File: config.mk
export PLATFORM = sky130hd
export DESIGN_NAME = vote_button_ctrl_flat
export DESIGN_NICKNAME = d
export VERILOG_FILES = /design/src/rtl/vote_button_if.sv /design/src/rtl/vote_button_ctrl.sv /design/src/flat_wrapper.sv
export SDC_FILE = /design/constraint.sdc
export NUM_CORES = 1
export LEC_CHECK = 0
export ABC_CLOCK_PERIOD_IN_PS = 2300
export BUFFER_PORTS_ARGS = -buffer_cell sky130_fd_sc_hd__buf_2
export CAP_MARGIN = 10
export CORE_MARGIN = 2
export CORE_UTILIZATION = 56
export CTS_CLUSTER_SIZE = 8
export DETAILED_ROUTE_END_ITERATION = 8
export PLACE_DENSITY_LB_ADDON = 0.12
export SETUP_SLACK_MARGIN = 0.02
export SLEW_MARGIN = 10
export SYNTH_ARGS = -nofsm -noshare
export SYNTH_HDL_FRONTEND = slang
export SYNTH_SLANG_ARGS = --single-unit
File: constraint.sdc
create_clock -name clock -period 2.3 [get_ports clock]
set_clock_uncertainty 0.2 [all_clocks]
set_input_delay 0 -clock clock [delete_from_list [all_inputs] [get_ports clock]]
set_output_delay 0 -clock clock [all_outputs]
set_load 0.05 [all_outputs]
File: src/rtl/vote_button_if.sv
// Ballot-unit side of the vote controller: raw buttons and enable in, vote/conflict/busy out.
// The ballot unit is the master; vote_button_ctrl is the slave.
interface vote_button_if #(
    parameter int NUM_CH = 4
);
    localparam int ID_W = ($clog2(NUM_CH) > 1) ? $clog2(NUM_CH) : 1;

    logic [NUM_CH-1:0] button;
    logic              vote_enable;
    logic              valid_vote;
    logic [ID_W-1:0]   vote_id;
    logic              conflict;
    logic              busy;

    modport master (
        output button, vote_enable,
        input  valid_vote, vote_id, conflict, busy
    );

    modport slave (
        input  button, vote_enable,
        output valid_vote, vote_id, conflict, busy
    );
endinterface

File: src/rtl/vote_button_ctrl.sv
// Multi-channel vote validator: accepts a vote when exactly one synchronised button is held
// for HOLD_CYCLES cycles, then locks out until every button is released.
module vote_button_ctrl #(
    parameter int NUM_CH      = 4,
    parameter int HOLD_CYCLES = 125000000,
    parameter int CNT_W       = 31
) (
    input  logic          clock,
    input  logic          reset,
    vote_button_if.slave  bus
);
    localparam int ID_W = ($clog2(NUM_CH) > 1) ? $clog2(NUM_CH) : 1;
    localparam logic [CNT_W-1:0] HOLD_LAST = CNT_W'(HOLD_CYCLES - 1);

    typedef enum logic [1:0] {
        IDLE     = 2'd0,
        HOLD     = 2'd1,
        WAIT_REL = 2'd2
    } state_e;

    logic [NUM_CH-1:0] sync1_q;
    logic [NUM_CH-1:0] sync2_q;

    // Two-flop synchroniser; everything downstream sees only sync2_q.
    // NOTE: sequential state uses non-blocking assignments so every flop samples pre-edge values.
    always_ff @(posedge clock) begin
        if (reset) begin
            sync1_q <= '0;
            sync2_q <= '0;
        end else begin
            sync1_q <= bus.button;
            sync2_q <= sync1_q;
        end
    end

    logic              s_none;
    logic              s_multi;
    logic [ID_W-1:0]   s_idx;
    logic [NUM_CH-1:0] ch_mask;

    state_e            state_q,    state_d;
    logic [CNT_W-1:0]  cnt_q,      cnt_d;
    logic [ID_W-1:0]   ch_q,       ch_d;
    logic              valid_q,    valid_d;
    logic              conflict_q, conflict_d;
    logic [ID_W-1:0]   vote_id_q,  vote_id_d;
    logic              busy_q;

    // Clearing the lowest set bit leaves something only when two or more bits are set.
    // NOTE: every combinational output gets a default first, so no path can infer a latch.
    always_comb begin
        s_none  = (sync2_q == '0);
        s_multi = ((sync2_q & (sync2_q - NUM_CH'(1))) != '0);
        s_idx   = '0;
        for (int i = 0; i < NUM_CH; i++) begin
            if (sync2_q[i]) begin
                s_idx = ID_W'(i);
            end
        end
        ch_mask = NUM_CH'(1) << ch_q;
    end

    always_comb begin
        state_d    = state_q;
        cnt_d      = cnt_q;
        ch_d       = ch_q;
        valid_d    = 1'b0;
        conflict_d = 1'b0;
        vote_id_d  = vote_id_q;

        case (state_q)
            IDLE: begin
                if (s_multi) begin
                    state_d    = WAIT_REL;
                    conflict_d = 1'b1;
                end else if (!s_none) begin
                    if (bus.vote_enable) begin
                        state_d = HOLD;
                        ch_d    = s_idx;
                        cnt_d   = CNT_W'(1);
                    end else begin
                        state_d = WAIT_REL;
                    end
                end
            end

            HOLD: begin
                if (s_multi) begin
                    state_d    = WAIT_REL;
                    conflict_d = 1'b1;
                    cnt_d      = '0;
                end else if (sync2_q != ch_mask) begin
                    // Covers both release and a hop to another single button.
                    state_d = IDLE;
                    cnt_d   = '0;
                end else if (!bus.vote_enable) begin
                    state_d = WAIT_REL;
                    cnt_d   = '0;
                end else if (cnt_q == HOLD_LAST) begin
                    state_d   = WAIT_REL;
                    valid_d   = 1'b1;
                    vote_id_d = ch_q;
                    cnt_d     = '0;
                end else begin
                    cnt_d = cnt_q + CNT_W'(1);
                end
            end

            WAIT_REL: begin
                if (s_none) begin
                    state_d = IDLE;
                end
            end

            default: begin
                state_d = IDLE;
                cnt_d   = '0;
            end
        endcase
    end

    always_ff @(posedge clock) begin
        if (reset) begin
            state_q    <= IDLE;
            cnt_q      <= '0;
            ch_q       <= '0;
            valid_q    <= 1'b0;
            conflict_q <= 1'b0;
            vote_id_q  <= '0;
            busy_q     <= 1'b0;
        end else begin
            state_q    <= state_d;
            cnt_q      <= cnt_d;
            ch_q       <= ch_d;
            valid_q    <= valid_d;
            conflict_q <= conflict_d;
            vote_id_q  <= vote_id_d;
            busy_q     <= (state_d != IDLE);
        end
    end

    assign bus.valid_vote = valid_q;
    assign bus.vote_id    = vote_id_q;
    assign bus.conflict   = conflict_q;
    assign bus.busy       = busy_q;
endmodule

File: src/flat_wrapper.sv
// flat-port wrapper written by rule: the top's interface ports become plain ports
module vote_button_ctrl_flat 
#(
    parameter int NUM_CH      = 4,
    parameter int HOLD_CYCLES = 125000000,
    parameter int CNT_W       = 31
)
  (clock, reset, bus_button, bus_vote_enable, bus_valid_vote, bus_vote_id, bus_conflict, bus_busy);
  vote_button_if #(.NUM_CH(NUM_CH)) bus_i ();
  input  logic clock;
  input  logic reset;
  input wire logic [$bits(bus_i.button)-1:0] bus_button;
  input wire logic [$bits(bus_i.vote_enable)-1:0] bus_vote_enable;
  output wire logic [$bits(bus_i.valid_vote)-1:0] bus_valid_vote;
  output wire logic [$bits(bus_i.vote_id)-1:0] bus_vote_id;
  output wire logic [$bits(bus_i.conflict)-1:0] bus_conflict;
  output wire logic [$bits(bus_i.busy)-1:0] bus_busy;
  assign bus_i.button = bus_button;
  assign bus_i.vote_enable = bus_vote_enable;
  assign bus_valid_vote = bus_i.valid_vote;
  assign bus_vote_id = bus_i.vote_id;
  assign bus_conflict = bus_i.conflict;
  assign bus_busy = bus_i.busy;
  vote_button_ctrl #(.NUM_CH(NUM_CH), .HOLD_CYCLES(HOLD_CYCLES), .CNT_W(CNT_W)) u_core (.clock(clock), .reset(reset), .bus(bus_i));
endmodule
=== Yosys cells after proc, flatten, opt, wreduce, memory -nomap -nowiden ===
Cells that the tools add are included.

* Register bits after elaboration: 48
* Bits of input ports: 7
* Output and inout bits: 5
* Word-level logic and storage cells: 59

* Add/sub/neg operators: 2
* Equal/unequal tests: 7
* Shift operators: 1
* Multiplexer cells: 22
* Bitwise logic cells: 8
* Reduce and logical (&&, ||, !) cells: 10

{| class="wikitable"
|+ Operators by type and width
! cell !! number
|-
| $mux 31 || 7
|-
| $pmux 31 s3 || 1
|-
| $add 31x1->31 const B || 1
|-
| $eq 31x27->1 const B || 1
|-
| $mux 2 || 10
|-
| $reduce_and 4->1 || 2
|-
| $not 1->1 || 7
|-
| $ne 2x2->1 const B || 3
|-
| $pmux 2 s3 || 1
|-
| $reduce_and 5->1 || 1
|-
| $reduce_or 5->1 || 1
|-
| $and 4x4->4 || 1
|-
| $logic_not 4->1 || 1
|-
| $ne 4x4->1 || 1
|-
| $reduce_bool 4->1 || 1
|-
| $reduce_or 2->1 || 2
|-
| $shl 1x2->4 const A || 1
|-
| $sub 4x1->4 const B || 1
|-
| $mux 1 || 3
|-
| $eq 2x1->1 const B || 1
|-
| $eq 2x2->1 const B || 1
|-
| $logic_not 2->1 || 1
|-
| $reduce_bool 2->1 || 1
|}

=== Logic depth before layout (Yosys ltp) ===
Gate-level depths: netlist of the first run.

* Word-level depth: 7
* Mapped depth: 8
* Depth with buffers taken out: 6

=== Least setup slack after synthesis of the first run ===
OpenSTA, ideal clock, no wires.

* Path kind: register to register
* Start point: register u_core.cnt_q[0]
* End point: register u_core.cnt_q[21]
* Setup time: 0.128 ns
* Data arrival time: 1.931 ns
* Required time: 1.972 ns
* Path slack: 0.041 ns
* Cell stages (with the launch flop): 8
* Path buffers: 1
* Clock period less this slack: 2.259 ns
* Cell sequence: dfxtp_1 > ha_1 > nand4_2 > nor4_2 > a21oi_1 > clkbuf_1 > a32oi_1 > o41ai_2

* Cells in the longest elaborated chain, start to end: 6
* Elaborated cells on any way between the ends: 7
* Those cells by class: add/sub (1); eq/ne (1); mux (5)

{| class="wikitable"
|+ Ends and longest elaborated chain
! item !! line !! source
|-
| start: declaration || vote_button_ctrl.sv:42 || <nowiki>logic [CNT_W-1:0] cnt_q, cnt_d;</nowiki>
|-
| start signal: assignment || vote_button_ctrl.sv:133 || <nowiki>cnt_q <= cnt_d;</nowiki>
|-
| $add 31x1->31 / $eq 31x27->1 (equally long branches) || vote_button_ctrl.sv:105, vote_button_ctrl.sv:99 ||
|-
| $mux 31 (*) || vote_button_ctrl.sv:99 || <nowiki>end else if (cnt_q == HOLD_LAST) begin</nowiki>
|-
| $mux 31 (*) || vote_button_ctrl.sv:96 || <nowiki>end else if (!bus.vote_enable) begin</nowiki>
|-
| $mux 31 (*) || vote_button_ctrl.sv:92 || <nowiki>end else if (sync2_q != ch_mask) begin</nowiki>
|-
| $mux 31 (*) || vote_button_ctrl.sv:88 || <nowiki>if (s_multi) begin</nowiki>
|-
| $pmux 31 s3 (*) || vote_button_ctrl.sv:71 || <nowiki>case (state_q)</nowiki>
|}

Mark *: on every way between the ends. The rest lies on a longest branch, timed or not.
A chain may end at the register's enable or synchronous reset.

=== Final worst setup path of the first run ===
* Start point: register u_core.ch_q[0]
* End point: register u_core.cnt_q[30]

* Cells in the longest elaborated chain, start to end: 5

{| class="wikitable"
|+ Ends and longest elaborated chain
! item !! line !! source
|-
| start: declaration || vote_button_ctrl.sv:43 || <nowiki>logic [ID_W-1:0] ch_q, ch_d;</nowiki>
|-
| start signal: assignment || vote_button_ctrl.sv:134 || <nowiki>ch_q <= ch_d;</nowiki>
|-
| $shl 1x2->4 || vote_button_ctrl.sv:60 || <nowiki>ch_mask = NUM_CH'(1) << ch_q;</nowiki>
|-
| $ne 4x4->1 || vote_button_ctrl.sv:92 ||
|-
| $mux 31 || vote_button_ctrl.sv:92 ||
|-
| $mux 31 || vote_button_ctrl.sv:88 ||
|-
| $pmux 31 s3 || vote_button_ctrl.sv:71 ||
|}

No other way between the ends.

==> results of run 1 <==
-- layout make-up --
class / count / area (µm²)
timing repair buffer: 65 / 500
fill: 412 / 1540
sequential: 48 / 963
clock buffer: 5 / 68.8
tap: 70 / 87.6
multi-input combinational: 251 / 1850
clock inverter: 3 / 46.3
inverter: 4 / 15.0
-- cells in the final DEF, fill, tap and decap left out, drive strengths merged, types with 10 or more instances in the layout --
master  count
and4       10
nand2      18
a31oi      16
dfxtp      48
nor3       23
a21oi      12
buf        59
nor2b      10
nor4       14
nand4      14
nand3      20
-- critical path, cell delays in order (launching register included) --
cell	delay, ns
dfxtp_1	0.37
or3b_4	0.42
a2111oi_4	0.33
o21a_1	0.31
buf_12	0.19
o311ai_2	0.11
a31oi_1	0.18
-- routing by layer --
| metal | global-route usage, % | part of all wire, % | wire, µm |
|---|---|---|---|
| met1 | 40.0 | 50 | 3690 |
| met2 | 39.7 | 44 | 3240 |
| met3 | 3.55 | 5.1 | 375 |
| met4 | 7.45 | 1.0 | 76 |
| met5 | 0 | 0 | 0 |
-- worst paths after layout --
path | from | endpoint | slack (ns)
max reg2reg | u_core.ch_q[0]$_SDFFE_PP0P_ | u_core.cnt_q[30]$_SDFFE_PP0P_ | 0.11
max | u_core.ch_q[0]$_SDFFE_PP0P_ | u_core.cnt_q[30]$_SDFFE_PP0P_ | 0.11
min reg2reg | u_core.sync1_q[1]$_SDFF_PP0_ | u_core.sync2_q[1]$_SDFF_PP0_ | 0.24
min | bus_button[0] | u_core.sync1_q[0]$_SDFF_PP0_ | 0.22
-- flip-flops by register name (all words and copies together) (netlist names) --
register,flops
u_core.bus.conflict,1
u_core.state_q,2
u_core.sync2_q,4
u_core.ch_q,2
u_core.sync1_q,4
u_core.bus.valid_vote,1
u_core.cnt_q,31
u_core.bus.busy,1
u_core.bus.vote_id,2
-- cells by family (layout without fill, tap and decap cells) --
| kind of cell | Yosys count | in the layout |
|---|---|---|
| flip-flops | 48 | 48 |
| XOR/XNOR | 13 | 13 |
| AO/OA/AOI/OAI | 74 | 74 |
| AND/OR/NAND/NOR | 161 | 161 |
| buffers and inverters | 28 | 77 |
| multiplexers | 2 | 2 |
| adder cells (fa/ha/maj) | 1 | 1 |
-- repair_timing --
action                     in CTS  in global routing
setup endpoints to repair      14                 27
resized for setup               2                  8
pin swaps                       0                  4
hold buffers                    6                  0
hold endpoints to repair        9                  0
-- power by group through the flow --
| stage | combinational, mW | clock [mW] | sequential, mW |
|---|---|---|---|
| floorplan | 0.132 | 0 | 0.878 |
| CTS | 0.212 | 0.644 | 0.856 |
| global placement | 0.203 | 0 | 0.875 |
| finish | 0.218 | 0.640 | 0.857 |
| detailed placement | 0.204 | 0 | 0.875 |
| global route | 0.235 | 0.673 | 0.859 |
-- through the flow --
stage	std cells	util, %
3_3_place_gp	432	65.2
4_1_cts	446	68.8
2_1_floorplan	327	-
3_5_place_dp	432	65.2
5_1_grt	446	69.6
6_report	446	69.6
==> results.ini, run 1 <==
[synthesis]
ys_top_cells_by_area = dfxtp_1, a31oi_1, nand3_1, nor3_2, and4_1
synth.distinct_cells = 70
synth.cell_area_mm2 = 0.00292
yosys.cell_count.top_type = dfxtp_1
synth_top_family_by_area = simple AND/OR/NAND/NOR gates
synth_fa_ha_area_share_pct = 0.429
async_flop_share_pct = 0
synth.area.mux_share_pct = 0.730
yosysTopAreaCellShare_pct = 33.0
syn-num-nets = 335
synth_edf_count = 0
synth_xor_area_share_pct = 4.16
yosysSeqAreaShare_pct = 33.0
syn-mean-instance-area_um2 = 8.92
synth_cells = 327
ys_dominant_reg_cell = dfxtp_1
synth_compound_area_share_pct = 20.1
yosysWarnings = 0
ys_ff_latch = 48
yosys-top-cells-count = dfxtp_1, nand3_1, a31oi_1, nand2_1
synthSimpleGateAreaFrac_pct = 36.4
yosys.area.top_type = dfxtp_1

[drt]
routed_via_density = 6.24
drt_iter0_drc = 217
antenna_left = 0
drc = 0
drt_first_pass_iters = 5
wire_per_inst_um = 16.5
wl_um = 7380
num_vias = 2784

[grt]
grtUsageTotal_pct = 26.5
grt_first_pass_wirelength_um = 12500
grt_max_degree = 37
grt_overflow = 0
grt_pass1_vias = 2574
antenna_found_initial = 0

[sta]
timing.fmax_mhz = 456
rsz0062_at_grt = yes
fin_ws_ns = 0.106
worst_pin_slew_ns = 0.764
setup_viol = 0
final.period_utilization_pct = 95.4
period_minus_slack_ns = 2.19
max_slew_margin_pct = 49.0
hold_ws_ns = 0.222
maxSlewViolCount = 0
final.setup.tns_ns = 0
hold_viol = 0

[floorplan]
die_h_um = 76.2
die_w_um = 76.2
core-area_mm2 = 0.00507
io_pins = 12
die-area_mm2 = 0.00580
initial_core_util_pct = 57.4
std_cell_rows = 26

[setup_path]
crit_required_ns = 2.34
path_max_fanout = 23
r2r_cells = 6
worstPathArrival_ns = 2.23
critPathKind = reg2reg
end_kind = register
cp-start-kind = register

[power]
powerDensity_mw_per_mm2 = 485
p_switching_mw = 0.453
swShare_pct = 26.4
seqPwrFrac_pct = 50.0
total_power_mw = 1.71
comb_power_share_pct = 12.7
p_leak_nw = 1.22
ir_drop_v = 0.000389
p_int_mw = 1.26
p_clk_share_pct = 37.3

[cells_and_area]
fin_area_mm2 = 0.00353
drive_gt1_share_pct = 28.2
finalNetCount = 383
area_delta_synth_final_pct = 21.2
diodes = 0

[placed_design]
portBuffers = 11
preCtsSetupSlack_ns = 0.0267
place_area_mm2 = 0.00331
dp_hpwl_um = 5360
gp_congestion = 0.901

[worst_hold_path]
min_path_type = in2reg
whs_path_depth = 3

[cts]
cts_buffer_depth = 2
ctsRootBufferMaster = clkbuf_8
numCtsBuffers = 5
clock_sinks = 48
clk_pin_slew_worst_paths_ns = 0.10
clock_latency_ns = 0.31
cts_tree = done
post_cts.repair.setup_buffers = 0
htree_levels = 2

[status]
status = finished, final reports clean

[flow_run]
maxCapViolations = 0

(Power assumes the default switching activity.)
==> run 2, diff against run 1 <==
--- a/config.mk
+++ b/config.mk
@@ -5,11 +5,13 @@
 export SDC_FILE = /design/constraint.sdc
 export NUM_CORES = 1
 export LEC_CHECK = 0
+export ABC_AREA = 1
 export ABC_CLOCK_PERIOD_IN_PS = 2300
 export BUFFER_PORTS_ARGS = -buffer_cell sky130_fd_sc_hd__buf_2
 export CAP_MARGIN = 10
 export CORE_MARGIN = 2
-export CORE_UTILIZATION = 56
+export CORE_UTILIZATION = 58
+export CTS_BUF_LIST = sky130_fd_sc_hd__clkbuf_8
 export CTS_CLUSTER_SIZE = 8
 export DETAILED_ROUTE_END_ITERATION = 8
 export PLACE_DENSITY_LB_ADDON = 0.12
==> run 2 against run 1 <==
Flip-flop and latch count unchanged. Design area shrank 5.9%. Total power down 2.1%. Combinational power fell by 17%. Synthesized cell count increased by 47%. First-iteration DRC count is 4.6% higher. Fmax is 10% higher. Die area about the same. Critical path type unchanged.
==> results.ini, run 2 <==
[synthesis]
syn-mean-instance-area_um2 = 6.27
synth_cells = 481
syn-num-nets = 489
yosys.area.top_type = dfxtp_1
synth.cell_area_mm2 = 0.00302
synth_edf_count = 0
yosysTopAreaCellShare_pct = 31.8
yosysWarnings = 0
synth.distinct_cells = 34
ys_dominant_reg_cell = dfxtp_1
yosys-top-cells-count = nand2_1, nor2_1, inv_1
ys_ff_latch = 48
ys_top_cells_by_area = dfxtp_1, nand2_1, nor2_1, inv_1, nand3_1
async_flop_share_pct = 0
yosys.cell_count.top_type = nand2_1
yosysSeqAreaShare_pct = 31.8

[grt]
grt_first_pass_wirelength_um = 11900
grt_pass1_vias = 2601
grt_max_degree = 23
grt_overflow = 0
grtUsageTotal_pct = 25.3
antenna_found_initial = 0

[setup_path]
critPathKind = reg2reg
path_max_fanout = 13
crit_required_ns = 2.30
worstPathArrival_ns = 1.99
r2r_slack_ns = 0.31
cp-start-kind = register
end_kind = register

[drt]
drt_first_pass_iters = 5
routed_via_density = 5.13
drc = 0
num_vias = 2934
wl_um = 7040
drt_iter0_drc = 227
antenna_left = 0
wire_per_inst_um = 12.3

[cells_and_area]
multiInputGateArea_mm2 = 0.00176
final_cell_mix = nand2_1, nor2_1, inv_1
instances_no_fill = 572
largest-register = u_core.cnt_q
fin_area_mm2 = 0.00332
finalNetCount = 509
largest_reg_flops = 31
mostFrequentLayoutCell = nand2_1
area_delta_synth_final_pct = 10.2
drive_gt1_share_pct = 12.5
fillers = 503
reg.largest.list = u_core.cnt_q x31, u_core.sync1_q x4, u_core.sync2_q x4
diodes = 0
seq_area_um2 = 961

[floorplan]
die_h_um = 76.1
core-area_mm2 = 0.00507
initial_core_util_pct = 59.5
io_pins = 12
die-area_mm2 = 0.00580
std_cell_rows = 26
die_w_um = 76.1

[sta]
setup_viol = 0
max_slew_margin_pct = 50.0
timing.fmax_mhz = 503
period_minus_slack_ns = 1.99
final.period_utilization_pct = 86.4
rsz0062_at_grt = no
maxSlewViolCount = 0
worst_pin_slew_ns = 0.749
final.setup.tns_ns = 0
fin_ws_ns = 0.312
hold_viol = 0
hold_ws_ns = 0.218

[power]
p_leak_nw = 1.40
swShare_pct = 26.7
p_clk_share_pct = 37.9
ir_drop_v = 0.000420
p_int_mw = 1.23
seqPwrFrac_pct = 51.2
p_switching_mw = 0.448
comb_power_share_pct = 10.8
powerDensity_mw_per_mm2 = 505

[placed_design]
place_area_mm2 = 0.00311
dp.cells = 554
gp_congestion = 0.889
preCtsSetupSlack_ns = 0.345
dp_hpwl_um = 5240
portBuffers = 11

[cts]
clock_latency_ns = 0.31
cts_buffer_depth = 2
htree_levels = 2
ctsRootBufferMaster = clkbuf_8
clock_sinks = 48
post_cts.repair.setup_buffers = 0
clk_pin_slew_worst_paths_ns = 0.10
cts_tree = done
numCtsBuffers = 5

[flow_run]
maxCapViolations = 0

[worst_hold_path]
min_path_type = reg2reg

[status]
status = finished, final reports clean

## run 2: cell types whose count changed after synthesis, moves of 10 or more
cell	previous run	this run
inv_1	4	63
nor2b_1	10	0
nor4_1	12	0
nand3_1	20	38
and4_1	10	0
a31oi_1	16	0
nor2_1	7	95
nand2_1	16	131
clkbuf_1	12	2
## run 2: power by group through the flow
stage / sequential, mW / clock (mW) / combinational, mW
after CTS: 0.860 / 0.652 / 0.183
after floorplan: 0.884 / 0 / 0.138
final: 0.860 / 0.636 / 0.182
after global routing: 0.862 / 0.686 / 0.202
after global placement: 0.879 / 0 / 0.166
after detailed placement: 0.879 / 0 / 0.169
## run 2: what timing repair did
item / CTS / global route
endpoints found under the hold margin: 17 / 0
gates resized for setup: 0 / 0
hold buffers: 10 / 0
## run 2: final cells by class
class                   instances  area share, %
multi-input cells             360           52.9
repair buffers                 21           4.67
well taps                      70           2.63
clock inverters                 3           1.43
flip-flops and latches         48           28.9
clock buffers                   5           2.07
inverters                      65           7.41
## run 2: per-stage QoR
| stage | power [mW] | utilization (%) |
|---|---|---|
| after detailed placement | 1.05 | 61.2 |
| after CTS | 1.69 | 65.5 |
| after global placement | 1.04 | 61.2 |
| after global routing | 1.75 | 65.5 |
| after floorplan | 1.02 | - |
| final | 1.68 | 65.5 |
## run 2: worst max-delay path, stage by stage (launching register included)
cell     delay (ns)
dfxtp_1        0.41
ha_1           0.19
inv_1          0.06
nor2_4         0.18
nand2_1        0.08
nor2_1         0.12
nand2_1        0.14
nand3_4        0.11
nand2_4        0.13
inv_1          0.19
nor2_1         0.07
## run 2: logic make-up after synthesis
logic type	synth area share, %
adders and majority gates	0.415
and+or+nand+nor	50.4
buffers and inverters	9.91
AOI/OAI and AO/OA	5.72
DFF	31.8
xor gates and xnor gates	1.74
## run 2: final timing paths
path,from,to,cells past startpoint
max reg2reg,u_core.cnt_q[0]$_SDFFE_PP0P_,u_core.cnt_q[6]$_SDFFE_PP0P_,10
min,u_core.sync1_q[3]$_SDFF_PP0_,u_core.sync2_q[3]$_SDFF_PP0_,2
max,u_core.cnt_q[0]$_SDFFE_PP0P_,u_core.cnt_q[6]$_SDFFE_PP0P_,10
min reg2reg,u_core.sync1_q[3]$_SDFF_PP0_,u_core.sync2_q[3]$_SDFF_PP0_,2
## run 2: layer usage
metal	global-route usage (%)	wire, µm	up-vias
met1	31.4	3140	1313
met4	7.82	125	0
met2	44.6	3450	73
met3	4.62	322	12
met5	0	0	-
li1	-	-	1536
==> run 3, diff against run 2 <==
--- a/config.mk
+++ b/config.mk
@@ -9,11 +9,13 @@
 export ABC_CLOCK_PERIOD_IN_PS = 2300
 export BUFFER_PORTS_ARGS = -buffer_cell sky130_fd_sc_hd__buf_2
 export CAP_MARGIN = 10
+export CORE_ASPECT_RATIO = 0.5
 export CORE_MARGIN = 2
 export CORE_UTILIZATION = 58
 export CTS_BUF_LIST = sky130_fd_sc_hd__clkbuf_8
 export CTS_CLUSTER_SIZE = 8
 export DETAILED_ROUTE_END_ITERATION = 8
+export MAX_ROUTING_LAYER = met4
 export PLACE_DENSITY_LB_ADDON = 0.12
 export SETUP_SLACK_MARGIN = 0.02
 export SLEW_MARGIN = 10
==> run 3 against run 2 <==
Core utilization grew 1.4 points. Clock power is essentially flat. Routed wire length grew 0.40%. Sequential share of layout area shrank 0.054 points. Clock-buffer cell count is the same. Largest cell class unchanged.
==> results.ini, run 3 (same netlist as run 2, synthesis figures left out) <==
[status]
status = finished, final reports clean

[cts]
post_cts.repair.setup_buffers = 0
numCtsBuffers = 5
cts_resized = 0
clock_latency_ns = 0.32
ctsRootBufferMaster = clkbuf_8
cts_buffer_depth = 2
clk_pin_slew_worst_paths_ns = 0.09
htree_levels = 2
cts_tree = done
holdBufCountCts = 10
clock_sinks = 48

[power]
swShare_pct = 26.9
p_switching_mw = 0.453
seqPwrFrac_pct = 51.1
comb_power_share_pct = 10.9
p_leak_nw = 1.40
p_int_mw = 1.23
ir_drop_v = 0.000423
powerDensity_mw_per_mm2 = 505
p_clk_share_pct = 38.0

[cells_and_area]
finalNetCount = 510
final_cell_mix = nand2_1, nor2_1, inv_1
drive_gt1_share_pct = 12.7
mostFrequentLayoutCell = nand2_1
reg.largest.list = u_core.cnt_q x31, u_core.sync1_q x4, u_core.sync2_q x4
diodes = 0
largest-register = u_core.cnt_q
area_delta_synth_final_pct = 10.4
largest_reg_flops = 31

[placed_design]
portBuffers = 11
gp_congestion = 0.892
dp_hpwl_um = 5240

[setup_path]
end_kind = register
critPathTopFamily = simple AND/OR/NAND/NOR gates
critPathSlowestCell = dfxtp_1
r2r_cells = 10
cp_cell_sequence = ha_1 > inv_1 > nor2_4 > nand2_1 > nor2_1 > nand2_1 > nand3_4 > nand2_4 > inv_1 > nor2_1
worstPathArrival_ns = 1.99
critical-path-max-stage-delay_ns = 0.40
crit_required_ns = 2.31
regToRegStartpoint = u_core.cnt_q[0]$_SDFFE_PP0P_
rr_endpoint = u_core.cnt_q[16]$_SDFFE_PP0P_
path_max_fanout = 13
r2r_slack_ns = 0.33
path_buf_inv = 2
cp-start-kind = register
critPathKind = reg2reg

[floorplan]
io_pins = 12
initial_core_util_pct = 60.6
core-area_mm2 = 0.00498
std_cell_rows = 18
die_w_um = 106
die_h_um = 55.0
die-area_mm2 = 0.00583

[grt]
grt_pass1_vias = 2447
antenna_found_initial = 0
grt_first_pass_wirelength_um = 11600
grt_overflow = 0
grt_max_degree = 23
grtUsageTotal_pct = 26.8

[drt]
wl_um = 7070
routed_via_density = 5.09
wire_per_inst_um = 12.3
drt_iter0_drc = 239
drt_first_pass_iters = 5
antenna_left = 0
drc = 0
num_vias = 2917

[sta]
timing.fmax_mhz = 507
rsz0062_at_grt = no
max_slew_margin_pct = 48.8
period_minus_slack_ns = 1.97
maxSlewViolCount = 0
hold_viol = 0
final.setup.tns_ns = 0
final.period_utilization_pct = 85.8
setup_viol = 0
hold_ws_ns = 0.210
worst_pin_slew_ns = 0.767

[worst_hold_path]
whs_path_depth = 2
min_path_type = reg2reg
hold_start = u_core.sync1_q[0]$_SDFF_PP0_
holdPathEnd = u_core.sync2_q[0]$_SDFF_PP0_

[flow_run]
maxCapViolations = 0

==> run 3: cell type report <==
class | count | area, µm²
repair buffers | 22 | 163
clock buffers | 5 | 68.8
flip-flops and latches | 48 | 961
clock inverters | 3 | 46.3
inverters | 65 | 246
multi-input cells | 360 | 1760
well taps | 70 | 87.6
fillers | 470 | 1650
==> run 3: per-layer routing <==
metal	share of wire (%)	global-route usage [%]	vias to the layer above
li1	-	-	1530
met1	50	36.0	1265
met2	41	41.0	113
met3	8.2	7.14	9
met4	1.1	6.58	0
met5	0	-	-
==> run 3: worst max-delay path by stage <==
stage	startpoint	to	slack, ns	cells after the start
global route	u_core.cnt_q[0]$_SDFFE_PP0P_	u_core.cnt_q[3]$_SDFFE_PP0P_	0.15	10
global placement	u_core.cnt_q[0]$_SDFFE_PP0P_	u_core.cnt_q[17]$_SDFFE_PP0P_	0.39	10
floorplan	u_core.cnt_q[0]$_SDFFE_PP0P_	u_core.cnt_q[10]$_SDFFE_PP0P_	0.58	11
detailed placement	u_core.cnt_q[0]$_SDFFE_PP0P_	u_core.cnt_q[13]$_SDFFE_PP0P_	0.35	10
CTS	u_core.cnt_q[0]$_SDFFE_PP0P_	u_core.cnt_q[16]$_SDFFE_PP0P_	0.33	10
finish	u_core.cnt_q[0]$_SDFFE_PP0P_	u_core.cnt_q[16]$_SDFFE_PP0P_	0.33	10
==> run 3: per-stage QoR <==
step | std cells | instance area [µm²] | util, % | power [mW] | setup slack, ns
floorplan | 481 | 3020 | - | 1.02 | 0.583
global placement | 555 | 3120 | 62.6 | 1.05 | 0.387
detailed placement | 555 | 3120 | 62.6 | 1.05 | 0.354
CTS | 573 | 3330 | 66.9 | 1.70 | 0.329
global route | 573 | 3330 | 66.9 | 1.75 | 0.155
finish | 573 | 3330 | 66.9 | 1.68 | 0.326
==> run 3: power groups by stage <==
stage | Combinational [mW] | Clock, mW | Sequential (mW)
floorplan | 0.138 | 0 | 0.884
global placement | 0.170 | 0 | 0.879
detailed placement | 0.170 | 0 | 0.879
CTS | 0.184 | 0.654 | 0.860
global route | 0.205 | 0.683 | 0.862
finish | 0.184 | 0.639 | 0.860
==> run 3: worst min-delay path: stages, from the launching register on <==
cell and delay [ns]:
dfxtp_1 0.31, inv_1 0.04, nor2_1 0.03
